$ cat config.mk
export PLATFORM = sky130hd
export DESIGN_NAME = gcd_engine_flat
export DESIGN_NICKNAME = d
export VERILOG_FILES = /design/src/rtl/gcd_if.sv /design/src/rtl/gcd_engine.sv /design/src/flat_wrapper.sv
export SDC_FILE = /design/constraint.sdc
export NUM_CORES = 1
export LEC_CHECK = 0
export ABC_AREA = 1
export CAP_MARGIN = 20
export CORE_MARGIN = 4
export CORE_UTILIZATION = 47
export CTS_CLUSTER_DIAMETER = 100
export DETAILED_ROUTE_END_ITERATION = 8
export GPL_TIMING_DRIVEN = 0
export PLACE_DENSITY = 0.74
export SLEW_MARGIN = 0
export SYNTH_ARGS = -nofsm -noshare
export SYNTH_HDL_FRONTEND = slang
export SYNTH_SLANG_ARGS = --single-unit
$ cat constraint.sdc
create_clock -name clk -period 3 [get_ports clk]
set_clock_uncertainty 0.2 [all_clocks]
set_input_delay 0.6 -clock clk [delete_from_list [all_inputs] [get_ports clk]]
set_output_delay 0.6 -clock clk [all_outputs]
set_load 0.005 [all_outputs]
$ cat src/rtl/gcd_if.sv
// rtl/gcd_if.sv - operand/result stream bundle for the GCD engine
interface gcd_if #(
    parameter int WIDTH = 16,
    parameter int CNT_W = WIDTH + 1
);
    logic                   in_valid;
    logic [2*WIDTH-1:0]     in_data;
    logic                   in_ready;
    logic                   out_valid;
    logic                   out_ready;
    logic [WIDTH-1:0]       out_data;
    logic [CNT_W-1:0]       out_cycles;

    // Producer of operands and consumer of results
    modport master (
        output in_valid,
        output in_data,
        output out_ready,
        input  in_ready,
        input  out_valid,
        input  out_data,
        input  out_cycles
    );

    // The engine itself
    modport slave (
        input  in_valid,
        input  in_data,
        input  out_ready,
        output in_ready,
        output out_valid,
        output out_data,
        output out_cycles
    );
endinterface

$ cat src/rtl/gcd_engine.sv
// rtl/gcd_engine.sv - iterative GCD engine, subtractive Euclid or binary Stein
module gcd_engine #(
    parameter int WIDTH = 16,
    parameter int MODE  = 0,
    parameter int CNT_W = WIDTH + 1
) (
    input  logic  clk,
    input  logic  rst,
    gcd_if.slave  s
);
    // k never exceeds WIDTH-1, so clog2(WIDTH) bits always hold it
    localparam int KW = (WIDTH > 2) ? $clog2(WIDTH) : 1;

    typedef enum logic [1:0] {
        ST_IDLE = 2'd0,
        ST_CALC = 2'd1,
        ST_DONE = 2'd2
    } state_t;

    state_t             state_q, state_d;
    logic [WIDTH-1:0]   a_q, a_d;
    logic [WIDTH-1:0]   b_q, b_d;
    logic [KW-1:0]      k_q, k_d;
    logic [CNT_W-1:0]   cnt_q, cnt_d;
    logic [WIDTH-1:0]   out_data_q, out_data_d;
    logic [CNT_W-1:0]   out_cycles_q, out_cycles_d;
    logic               out_valid_q, out_valid_d;

    logic               in_ready;
    logic               accept;
    logic               term;
    logic               a_gt_b;
    logic [WIDTH-1:0]   res;
    logic [WIDTH-1:0]   diff;
    logic [CNT_W-1:0]   cnt_inc;

    // Ready in IDLE, or in DONE when the result leaves this same edge
    assign in_ready     = (state_q == ST_IDLE) || ((state_q == ST_DONE) && s.out_ready);
    assign accept       = s.in_valid && in_ready;

    assign s.in_ready   = in_ready;
    assign s.out_valid  = out_valid_q;
    assign s.out_data   = out_data_q;
    assign s.out_cycles = out_cycles_q;

    // Next-state logic: termination test, one algorithm step, handshakes
    always_comb begin
        state_d      = state_q;
        a_d          = a_q;
        b_d          = b_q;
        k_d          = k_q;
        cnt_d        = cnt_q;
        out_data_d   = out_data_q;
        out_cycles_d = out_cycles_q;
        out_valid_d  = out_valid_q;

        cnt_inc = (&cnt_q) ? cnt_q : cnt_q + 1'b1;
        a_gt_b  = (a_q > b_q);
        // Always larger minus smaller, so the subtraction never wraps
        diff    = a_gt_b ? (a_q - b_q) : (b_q - a_q);

        term = 1'b0;
        res  = '0;
        if (a_q == '0) begin
            term = 1'b1;
            res  = b_q;
        end else if (b_q == '0) begin
            term = 1'b1;
            res  = a_q;
        end else if (a_q == b_q) begin
            term = 1'b1;
            res  = a_q;
        end

        case (state_q)
            ST_IDLE: begin
            end
            ST_CALC: begin
                cnt_d = cnt_inc;
                if (term) begin
                    // k stays zero in Euclid mode, so the shift is a no-op there
                    out_data_d   = res << k_q;
                    out_cycles_d = cnt_inc;
                    out_valid_d  = 1'b1;
                    state_d      = ST_DONE;
                end else if (MODE == 0) begin
                    if (a_gt_b) a_d = diff;
                    else        b_d = diff;
                end else begin
                    if (!a_q[0] && !b_q[0]) begin
                        a_d = a_q >> 1;
                        b_d = b_q >> 1;
                        k_d = k_q + 1'b1;
                    end else if (!a_q[0]) begin
                        a_d = a_q >> 1;
                    end else if (!b_q[0]) begin
                        b_d = b_q >> 1;
                    end else if (a_gt_b) begin
                        a_d = diff;
                    end else begin
                        b_d = diff;
                    end
                end
            end
            ST_DONE: begin
                if (s.out_ready) begin
                    out_valid_d = 1'b0;
                    state_d     = ST_IDLE;
                end
            end
            default: begin
                state_d = ST_IDLE;
            end
        endcase

        // A new pair overrides the IDLE/DONE transition (back-to-back handoff)
        if (accept) begin
            a_d     = s.in_data[2*WIDTH-1:WIDTH];
            b_d     = s.in_data[WIDTH-1:0];
            k_d     = '0;
            cnt_d   = '0;
            state_d = ST_CALC;
        end
    end

    // State and registered outputs; reset aborts any calculation in flight
    always_ff @(posedge clk) begin
        if (rst) begin
            state_q      <= ST_IDLE;
            a_q          <= '0;
            b_q          <= '0;
            k_q          <= '0;
            cnt_q        <= '0;
            out_data_q   <= '0;
            out_cycles_q <= '0;
            out_valid_q  <= 1'b0;
        end else begin
            state_q      <= state_d;
            a_q          <= a_d;
            b_q          <= b_d;
            k_q          <= k_d;
            cnt_q        <= cnt_d;
            out_data_q   <= out_data_d;
            out_cycles_q <= out_cycles_d;
            out_valid_q  <= out_valid_d;
        end
    end
endmodule

$ cat src/flat_wrapper.sv
// flat-port wrapper written by rule: the top's interface ports become plain ports
module gcd_engine_flat 
#(
    parameter int WIDTH = 16,
    parameter int MODE  = 0,
    parameter int CNT_W = WIDTH + 1
)
  (clk, rst, s_in_valid, s_in_data, s_out_ready, s_in_ready, s_out_valid, s_out_data, s_out_cycles);
  gcd_if #(.WIDTH(WIDTH), .CNT_W(CNT_W)) s_i ();
  input  logic clk;
  input  logic rst;
  input wire logic [$bits(s_i.in_valid)-1:0] s_in_valid;
  input wire logic [$bits(s_i.in_data)-1:0] s_in_data;
  input wire logic [$bits(s_i.out_ready)-1:0] s_out_ready;
  output wire logic [$bits(s_i.in_ready)-1:0] s_in_ready;
  output wire logic [$bits(s_i.out_valid)-1:0] s_out_valid;
  output wire logic [$bits(s_i.out_data)-1:0] s_out_data;
  output wire logic [$bits(s_i.out_cycles)-1:0] s_out_cycles;
  assign s_i.in_valid = s_in_valid;
  assign s_i.in_data = s_in_data;
  assign s_i.out_ready = s_out_ready;
  assign s_in_ready = s_i.in_ready;
  assign s_out_valid = s_i.out_valid;
  assign s_out_data = s_i.out_data;
  assign s_out_cycles = s_i.out_cycles;
  gcd_engine #(.WIDTH(WIDTH), .MODE(MODE), .CNT_W(CNT_W)) u_core (.clk(clk), .rst(rst), .s(s_i));
endmodule
Yosys cells after proc, flatten, opt, wreduce, memory -nomap -nowiden:

Index checks and enable logic that the tools add are counted.

* flip-flop bits (word level): 85
* input port bits: 36

* bitwise operators: 1
* order comparisons: 1
* equality and inequality tests: 10
* $add $sub $neg: 3
* mux-type cells: 23
* reduce and logical (&&, ||, !) cells: 17

Operator list (number)
* 16-bit 2-to-1 mux: 12
* 16-bit logical NOT: 2
* 16-bit subtractor: 2
* 17-bit by 1-bit adder with 17-bit output (second input constant): 1
* 17-bit 2-to-1 mux: 1
* 17-bit AND reduction: 1
* 16-bit == test: 1
* 16-bit greater-than comparator: 1
* 3-bit AND reduction: 5
* 2-bit by 1-bit inequality test with 1-bit output (second input constant): 4
* 1-bit 2-to-1 mux: 6
* 2-bit case mux with 3 select lines: 1
* 2-bit nonzero test: 3
* 2-bit 2-to-1 mux: 2
* 3-bit by 1-bit inequality test with 1-bit output (second input constant): 1
* 3-bit by 2-bit inequality test with 1-bit output (second input constant): 1
* 2-bit by 1-bit == test with 1-bit output (second input constant): 1
* 2-bit == test (second input constant): 1
* 1-bit logical AND: 2
* 2-bit logical NOT: 1
* 2-bit inequality test (second input constant): 1
* 1-bit case mux with 2 select lines: 1
* 2-bit AND reduction: 1
* 2-bit OR reduction: 1
* other kinds (2): 2

Logic depth before layout (Yosys ltp):

Gate-level depths: netlist of the first run.

* depth after elaboration: 7
* depth in mapped cells: 19
* mapped depth without buffers: 17

Least setup slack after synthesis of the first run:

OpenSTA, ideal clock, no wires.

* path kind: register to register
* start: register u_core.a_q[0]
* end: register u_core.a_q[2]
* path slack: 623 ps
* path buffers: 1
* setup time: 128 ps
* clock period less this slack: 2377 ps
* arrival: 2049 ps
* cell stages (with the launch flop): 19
* cell sequence: dfxtp_1 inv_1 ha_1 fa_1 inv_1 nand2_1 nand2_2 nand2_1 nand2_1 nand2_2 nand2_4 nand2_4 inv_2 buf_6 nand2_2 nand3_1 nand2_1 nor2_1 nor2_1

* cells in the longest elaborated chain, start to end: 6

Ends and longest elaborated chain
* from (decl): RTL line gcd_engine.sv:21 `logic [WIDTH-1:0] a_q, a_d;`
* from (signal assigned): RTL line gcd_engine.sv:130 `a_q <= '0;`
* from (signal assigned): RTL line gcd_engine.sv:139 `a_q <= a_d;`
* 16-bit subtractor (tied with other cells): RTL line gcd_engine.sv:60 `diff = a_gt_b ? (a_q - b_q) : (b_q - a_q);`
* 16-bit 2-to-1 mux / 1-bit 2-to-1 mux (equally long branches): RTL line gcd_engine.sv:60, gcd_engine.sv:70
* 16-bit 2-to-1 mux / 1-bit 2-to-1 mux (equally long branches): RTL line gcd_engine.sv:87, gcd_engine.sv:67
* 16-bit 2-to-1 mux / 1-bit 2-to-1 mux (equally long branches): RTL line gcd_engine.sv:80, gcd_engine.sv:64
* 16-bit 2-to-1 mux / 2-bit by 1-bit inequality test with 1-bit output (equally long branches)
* 16-bit 2-to-1 mux / 3-bit AND reduction (equally long branches)

Several ways; a longest one is shown, not always the timed one. The select of a mux whose other input is x is not followed.
A chain may end at the register's enable or synchronous reset.

Worst setup path after layout of the first run:

* start: register u_core.b_q[14]
* end: register u_core.out_cycles_q[2], in the netlist u_core.s.out_cycles[2]

* cells in the longest elaborated chain, start to end: 5

Ends and longest elaborated chain
* from (decl): RTL line gcd_engine.sv:22 `logic [WIDTH-1:0] b_q, b_d;`
* from (signal assigned): RTL line gcd_engine.sv:131 `b_q <= '0;`
* from (signal assigned): RTL line gcd_engine.sv:140 `b_q <= b_d;`
* 16-bit == test: RTL line gcd_engine.sv:70 `end else if (a_q == b_q) begin`
* 1-bit 2-to-1 mux: RTL line gcd_engine.sv:70
* 1-bit 2-to-1 mux *: RTL line gcd_engine.sv:67 `end else if (b_q == '0) begin`
* 1-bit 2-to-1 mux *: RTL line gcd_engine.sv:64 `if (a_q == '0) begin`
* 2-bit AND reduction (no source line) *
* to (signal assigned): RTL line gcd_engine.sv:144 `out_cycles_q <= out_cycles_d;`
* to (decl): RTL line gcd_engine.sv:26 `logic [CNT_W-1:0] out_cycles_q, out_cycles_d;`

Mark *: on every way between the ends. The rest lies on a longest branch, timed or not.

==> results.md, run 1 <==
### Critical path
* **biggest fanout along the worst timing path** 10
* **Critical Path RT** 3.01 ns
* **startpoint types** register
* **sort of element at the end of the critical path** register
* **arrival time at the worst endpoint** 2.78 ns
* **startpoint-to-endpoint class of the critical path** register to register

### Route
* **detailed-route wire length per cell** 15.7 um
* **initial DRC count** 467
* **final wirelength** 20100 um
* **post-route DRC violation count** 0
* **routed via count divided by cell count** 5.17
* **detailed-routing iteration count for the pre-antenna-repair pass** 6
* **count of nets left with antenna violations after detail routing** 0
* **total number of vias** 6613

### Layout
* **fraction of layout instances using a drive strength above 1** 6.96%
* **area taken by multi-input logic gates** 0.00370 mm2
* **fill cell count** 1277
* **share of the core filled with cells in the final layout** 58.6%
* **layout overhead on the synthesized area** 20.2%
* **combined flip-flop and latch cell area** 0.00170 mm2
* **final cell count without fillers** 1279
* **Ant. Diodes** 0
* **layout net count** 1172

### Floorplanning
* **Die H** 124 um
* **Die Outline Area** 0.0153 mm2
* **Chip Width** 124 um
* **I/O pins** 71
* **initial standard-cell utilization of the core** 48.8%
* **core area** 0.0129 mm2
* **floorplan row count** 41

### Logic synthesis
* **Yosys warning total** 0
* **Top FF cell, synth** dfxtp_1
* **Post-Syn Nets** 1092
* **async set-or-reset flop fraction in the synthesized netlist** 0%
* **distinct cell type count after synthesis** 39
* **share of synthesized area occupied by flip-flops and latches** 27.1%
* **Syn Inst Count** 1022
* **Mapped Area** 0.00628 mm2
* **count of flip-flops with a built-in enable after synthesis** 0
* **number of synthesized register bits** 85
* **mean cell area of the mapped netlist** 6.15 um2

### Clock tree
* **clock buffers created by TritonCTS** 9
* **CTS H-tree lvls** 3
* **Root Buffer** clkbuf_16
* **clock-pin slew on the worst setup and hold paths** 0.06 ns
* **CTS tree** built
* **number of setup buffers added after CTS** 0
* **latest clock arrival within the worst-skew pair** 0.34 ns
* **number of buffers on the longest clock path** 2
* **TritonCTS Sinks** 85

### Placement
* **HPWL reported at the end of detailed placement** 16000 um
* **# placed instances** 1263
* **port buffer count** 69
* **GP Congestion** 0.969

### Power
* **Leakage Power** 0.00373 uW
* **Pwr Density** 1160 mW/mm2
* **peak supply drop** 0.481 mV

### STA
* **endpoints failing setup** 0
* **maximum achievable frequency** 361 MHz
* **setup repair after global routing missed its margin** no
* **remaining max-slew budget at the tightest pin** 55.4%
* **Final Hold Fails** 0
* **fin. max-slew vios** 0
* **final critical path time including I/O delays and setup** 2.77 ns
* **slew of the pin with the lowest slew margin** 0.669 ns
* **portion of the clock cycle consumed by the worst path in the final layout** 92.4%

### Run
* **MaxCap Viol Count** 0

### Global routing
* **initial antenna violation count** 0
* **overflow left after global routing** 0
* **largest net degree at the start of global routing** 16
* **vias in the first global route** 6361
* **total global routing track utilization** 27.1%
* **wire length of the first global-routing pass** 32200 um

### Min path
* **class of the tightest hold or removal check** register to register

### Run status
* **run status** finished clean

## stage by stage
step	hold slack (ns)	cell area [um2]	setup slack (ns)	total power, uW	TNS (ns)
after floorplan	0.260	6280	0.623	5730	0
after global placement	0.255	7190	-0.0216	7280	-0.0383
after detailed placement	0.258	7190	-0.0310	7290	-0.0363
after CTS	0.268	7550	0.160	8660	0
after global routing	0.283	7550	0.0168	9550	0
final	0.266	7550	0.228	8770	0
## synth_stat cells (6+ instances only)
library cell | n | area (um2)
clkbuf_1 | 19 | 71.3
a22oi_1 | 7 | 52.6
a31oi_1 | 13 | 81.3
nor2_4 | 6 | 67.6
nand3_1 | 93 | 465
buf_2 | 7 | 35.0
a21oi_1 | 69 | 345
xor2_1 | 16 | 140
inv_1 | 167 | 627
nand2_4 | 6 | 67.6
inv_2 | 6 | 22.5
ha_1 | 32 | 400
o21ai_0 | 34 | 170
nand4_1 | 22 | 138
nand2_2 | 10 | 62.6
nand2_1 | 303 | 1140
dfxtp_1 | 85 | 1700
nor2_1 | 69 | 259
o21ai_1 | 8 | 40.0
## per-layer routing
metal	vias up	track usage, %	wire length [um]
met3	40	5.13	1520
met2	231	45.4	9530
met4	0	9.20	558
met5	-	0	0
met1	2975	35.1	8520
li1	3367	-	-
## state kept, by name, indices dropped and copies added (netlist names)
| name | flops |
|---|---|
| u_core.state_q | 2 |
| u_core.s.out_data | 16 |
| u_core.cnt_q | 17 |
| u_core.s.out_valid | 1 |
| u_core.a_q | 16 |
| u_core.b_q | 16 |
| u_core.s.out_cycles | 17 |
## layout by cell type (no fill, tap or decap), types with 2 or more instances in the layout
master / n
ha_1: 32
buf_4: 5
a21boi_0: 3
xnor2_1: 4
clkbuf_2: 5
nor2_4: 6
bufinv_16: 3
nand3b_1: 4
o211ai_1: 4
dfxtp_1: 84
o21ai_0: 34
inv_1: 167
clkbuf_1: 19
nor2_1: 69
nor2_2: 2
a22oi_1: 7
nand2_1: 303
a31oi_1: 13
nand2_4: 6
xor2_1: 16
nor3_1: 4
a21oi_1: 69
nand4_1: 22
buf_2: 7
inv_2: 6
clkbuf_16: 9
and2_1: 2
buf_6: 5
or2_2: 2
o21ai_1: 8
nand3_1: 93
clkdlybuf4s50_1: 69
nand2_2: 10
## area by class of cell
class,count,area share (%)
multi-input cells,721,49.0
flip-flops and latches,85,22.6
repair buffers,69,9.15
inverters,174,8.67
clock buffers,10,3.17
plain buffers,42,3.03
well taps,172,2.85
clock inverters,6,1.56
## cells by family after synthesis
group	after synthesis	synth area share, %
simple gates	526	36.9
fa+ha+maj	34	7.01
compound gates	141	12.2
xor+xnor	20	2.79
buf+inv	216	14.1
flops	85	27.1
## repair_timing
| item | CTS | global route |
|---|---|---|
| setup endpoints to repair | 0 | 23 |
| resized for setup | 0 | 2 |
| hold buffers | 0 | 0 |
## worst paths after layout
check,startpoint,to,slack [ns],depth (start not counted)
worst max-delay path,u_core.b_q[14]$_SDFFE_PP0P_,u_core.s.out_cycles[2]$_SDFFE_PP0P_,0.23,11
worst min-delay path,u_core.s.out_cycles[11]$_SDFFE_PP0P_,u_core.s.out_cycles[11]$_SDFFE_PP0P_,0.27,2
worst max register to register,u_core.b_q[14]$_SDFFE_PP0P_,u_core.s.out_cycles[2]$_SDFFE_PP0P_,0.23,11
worst min register to register,u_core.s.out_cycles[11]$_SDFFE_PP0P_,u_core.s.out_cycles[11]$_SDFFE_PP0P_,0.27,2
## report_power, final
part | switching, uW | internal (uW) | total (uW) | leakage (uW)
logic | 3770 | 1990 | 5760 | 0.00286
clock network | 496 | 846 | 1340 | 0.000171
registers | 276 | 1390 | 1670 | 0.000694
total | 4540 | 4230 | 8770 | 0.00373
## worst max-delay path, cell delays in order (launching register included)
cell,delay [ns]
dfxtp_1,0.43
inv_1,0.07
ha_1,0.28
clkbuf_1,0.30
nand3_1,0.24
nor2_4,0.17
nand2_4,0.13
nand3_2,0.14
nand2_4,0.10
clkinv_2,0.15
buf_2,0.30
a31oi_1,0.13
No activity file was read; power rests on OpenSTA's default activity.
==> inputs of run 2 (changes only) <==
CORE_ASPECT_RATIO = 1.25   (was not set)
==> run 2 against run 1 <==
Effect of this change: cell count decreased by 0.16%; combinational power about the same; power decreased by 1.7%; worst hold slack about the same; via count increased by 1.2%; critical endpoint is now u_core.a_q[9]$_SDFFE_PP0P_; core utilization decreased by 0.37 points; critical path depth unchanged; fmax decreased by 1.2%.
==> results.md, run 2 (synthesized netlist as in run 1, its figures left out) <==
### Run status
* **run status** finished clean

### Clock tree
* **clock buffers created by TritonCTS** 9
* **Root Buffer** clkbuf_16
* **Hold Buf Count CTS** 0
* **clock-pin slew on the worst setup and hold paths** 0.07 ns
* **CTS tree** built
* **TritonCTS Sinks** 85
* **CTS H-tree lvls** 3
* **latest clock arrival within the worst-skew pair** 0.35 ns
* **number of buffers on the longest clock path** 2

### STA
* **min setup slack post-route** 0.196 ns
* **fin. max-slew vios** 0
* **endpoints failing setup** 0
* **final critical path time including I/O delays and setup** 2.80 ns
* **setup repair after global routing missed its margin** no
* **remaining max-slew budget at the tightest pin** 51.5%
* **slew of the pin with the lowest slew margin** 0.727 ns
* **portion of the clock cycle consumed by the worst path in the final layout** 93.5%
* **maximum achievable frequency** 357 MHz
* **setup_tns** 0 ns
* **Final Hold Fails** 0

### Route
* **initial DRC count** 514
* **final wirelength** 20600 um
* **routed via count divided by cell count** 5.24
* **detailed-routing iteration count for the pre-antenna-repair pass** 5
* **count of nets left with antenna violations after detail routing** 0
* **post-route DRC violation count** 0
* **total number of vias** 6691
* **detailed-route wire length per cell** 16.2 um

### Global routing
* **overflow left after global routing** 0
* **largest net degree at the start of global routing** 17
* **total global routing track utilization** 27.3%
* **wire length of the first global-routing pass** 33000 um
* **vias in the first global route** 6479
* **initial antenna violation count** 0

### Run
* **MaxCap Viol Count** 0

### Placement
* **GP Congestion** 0.958
* **port buffer count** 69
* **HPWL reported at the end of detailed placement** 16600 um
* **placement-stage worst setup slack** -0.147 ns
* **Placement Cell Area** 0.00718 mm2

### Critical path
* **cells along the critical path** clkdlybuf4s50_1, nor2_1, nor2_1, nand2_1, inv_2, buf_2, clkbuf_1, nand2_1, nand3_1, nand2_1, inv_1
* **R2R Path Start** u_core.a_q[0]$_SDFFE_PP0P_
* **biggest fanout along the worst timing path** 10
* **startpoint-to-endpoint class of the critical path** input pin to register
* **capture point of the worst reg-to-reg path** u_core.a_q[2]$_SDFFE_PP0P_
* **sort of element at the end of the critical path** register
* **Critical Path RT** 3.09 ns
* **number of cells traversed by the worst register-to-register path** 18
* **crit-path max cell delay** 0.48 ns
* **cell with the largest stage delay on the worst path** clkdlybuf4s50_1
* **internal reg-to-reg setup slack** 0.22 ns
* **sum of buffers and inverters on the critical path** 5
* **startpoint types** input pin
* **cell type group with the largest total delay on the critical path** buffers and inverters
* **arrival time at the worst endpoint** 2.90 ns
* **Critical Path Most Common Cell** nand2_1

### Floorplanning
* **I/O pins** 71
* **Die Outline Area** 0.0153 mm2
* **Die H** 137 um
* **Chip Width** 111 um
* **core area** 0.0129 mm2
* **initial standard-cell utilization of the core** 48.7%
* **floorplan row count** 46

### Layout
* **fraction of layout instances using a drive strength above 1** 7.30%
* **final std cell area, no fill** 0.00751 mm2
* **leading cell types in the layout, fill and taps excluded** nand2_1, inv_1, nand3_1
* **layout overhead on the synthesized area** 19.6%
* **Ant. Diodes** 0
* **commonest non-fill, non-tap cell in the layout** nand2_1
* **layout net count** 1174

### Min path
* **number of instances on the worst hold path** 2
* **class of the tightest hold or removal check** register to register
* **sink of the worst hold path** u_core.s.out_cycles[11]$_SDFFE_PP0P_
* **start point of the worst hold path** u_core.s.out_cycles[11]$_SDFFE_PP0P_

### Power
* **Pwr Density** 1150 mW/mm2
* **total power draw** 8620 uW
* **Leakage Power** 0.00372 uW
* **peak supply drop** 0.559 mV

## run 2: what timing repair did
item / in CTS / in global routing
setup endpoints to repair: 0 / 16
buffers inserted: 0 / 2
resized for setup: 0 / 5
## run 2: tightest hold or removal path: cells and delay by family (launching register included)
| family | cells | cell delay, ns |
|---|---|---|
| DFF | 1 | 0.31 |
| and+or+nand+nor | 1 | 0.06 |
| AOI/OAI and AO/OA | 1 | 0.05 |
## run 2: layout make-up
class / instances / area [um2]
fill: 1336 / 5380
multi-input combinational: 721 / 3700
clock buffer: 9 / 225
tap: 168 / 210
sequential: 85 / 1700
inverter: 174 / 654
clock inverter: 7 / 80.1
timing repair buffer: 71 / 706
buffer: 42 / 230
## run 2: per-stage QoR
step / hold slack, ns / utilization, % / std cells
global route: 0.293 / 58.3 / 1277
CTS: 0.271 / 58.1 / 1275
floorplan: 0.260 / - / 1022
finish: 0.266 / 58.3 / 1277
global placement: 0.256 / 55.7 / 1259
detailed placement: 0.258 / 55.7 / 1259
## run 2: power by group
| group | switching [uW] | internal (uW) | leakage [uW] | total, uW |
|---|---|---|---|---|
| Sequential | 279 | 1390 | 0.000694 | 1670 |
| Combinational | 3790 | 2000 | 0.00287 | 5790 |
| Clock | 503 | 659 | 0.000149 | 1160 |
| Total | 4570 | 4060 | 0.00372 | 8620 |
## run 2: metal layers
layer  track usage [%]  vias to the layer above  share of wire (%)  wire [um]
met2              50.4                      223                 50      10400
li1                  -                     3379                  -          -
met4              14.3                        0                4.9       1020
met5                 0                        -                  0          0
met1              31.1                     3026                 40       8230
met3              2.86                       63                5.0       1020
## run 2: worst max path at each step
| stage | from | cells past startpoint | endpoint |
|---|---|---|---|
| 2_1_floorplan | u_core.a_q[0]$_SDFFE_PP0P_ | 18 | u_core.a_q[2]$_SDFFE_PP0P_ |
| 3_3_place_gp | s_out_ready | 11 | u_core.a_q[9]$_SDFFE_PP0P_ |
| 3_5_place_dp | s_out_ready | 11 | u_core.a_q[9]$_SDFFE_PP0P_ |
| 4_1_cts | u_core.a_q[0]$_SDFFE_PP0P_ | 18 | u_core.a_q[2]$_SDFFE_PP0P_ |
| 5_1_grt | u_core.b_q[13]$_SDFFE_PP0P_ | 16 | u_core.a_q[2]$_SDFFE_PP0P_ |
| 6_report | s_out_ready | 11 | u_core.a_q[9]$_SDFFE_PP0P_ |
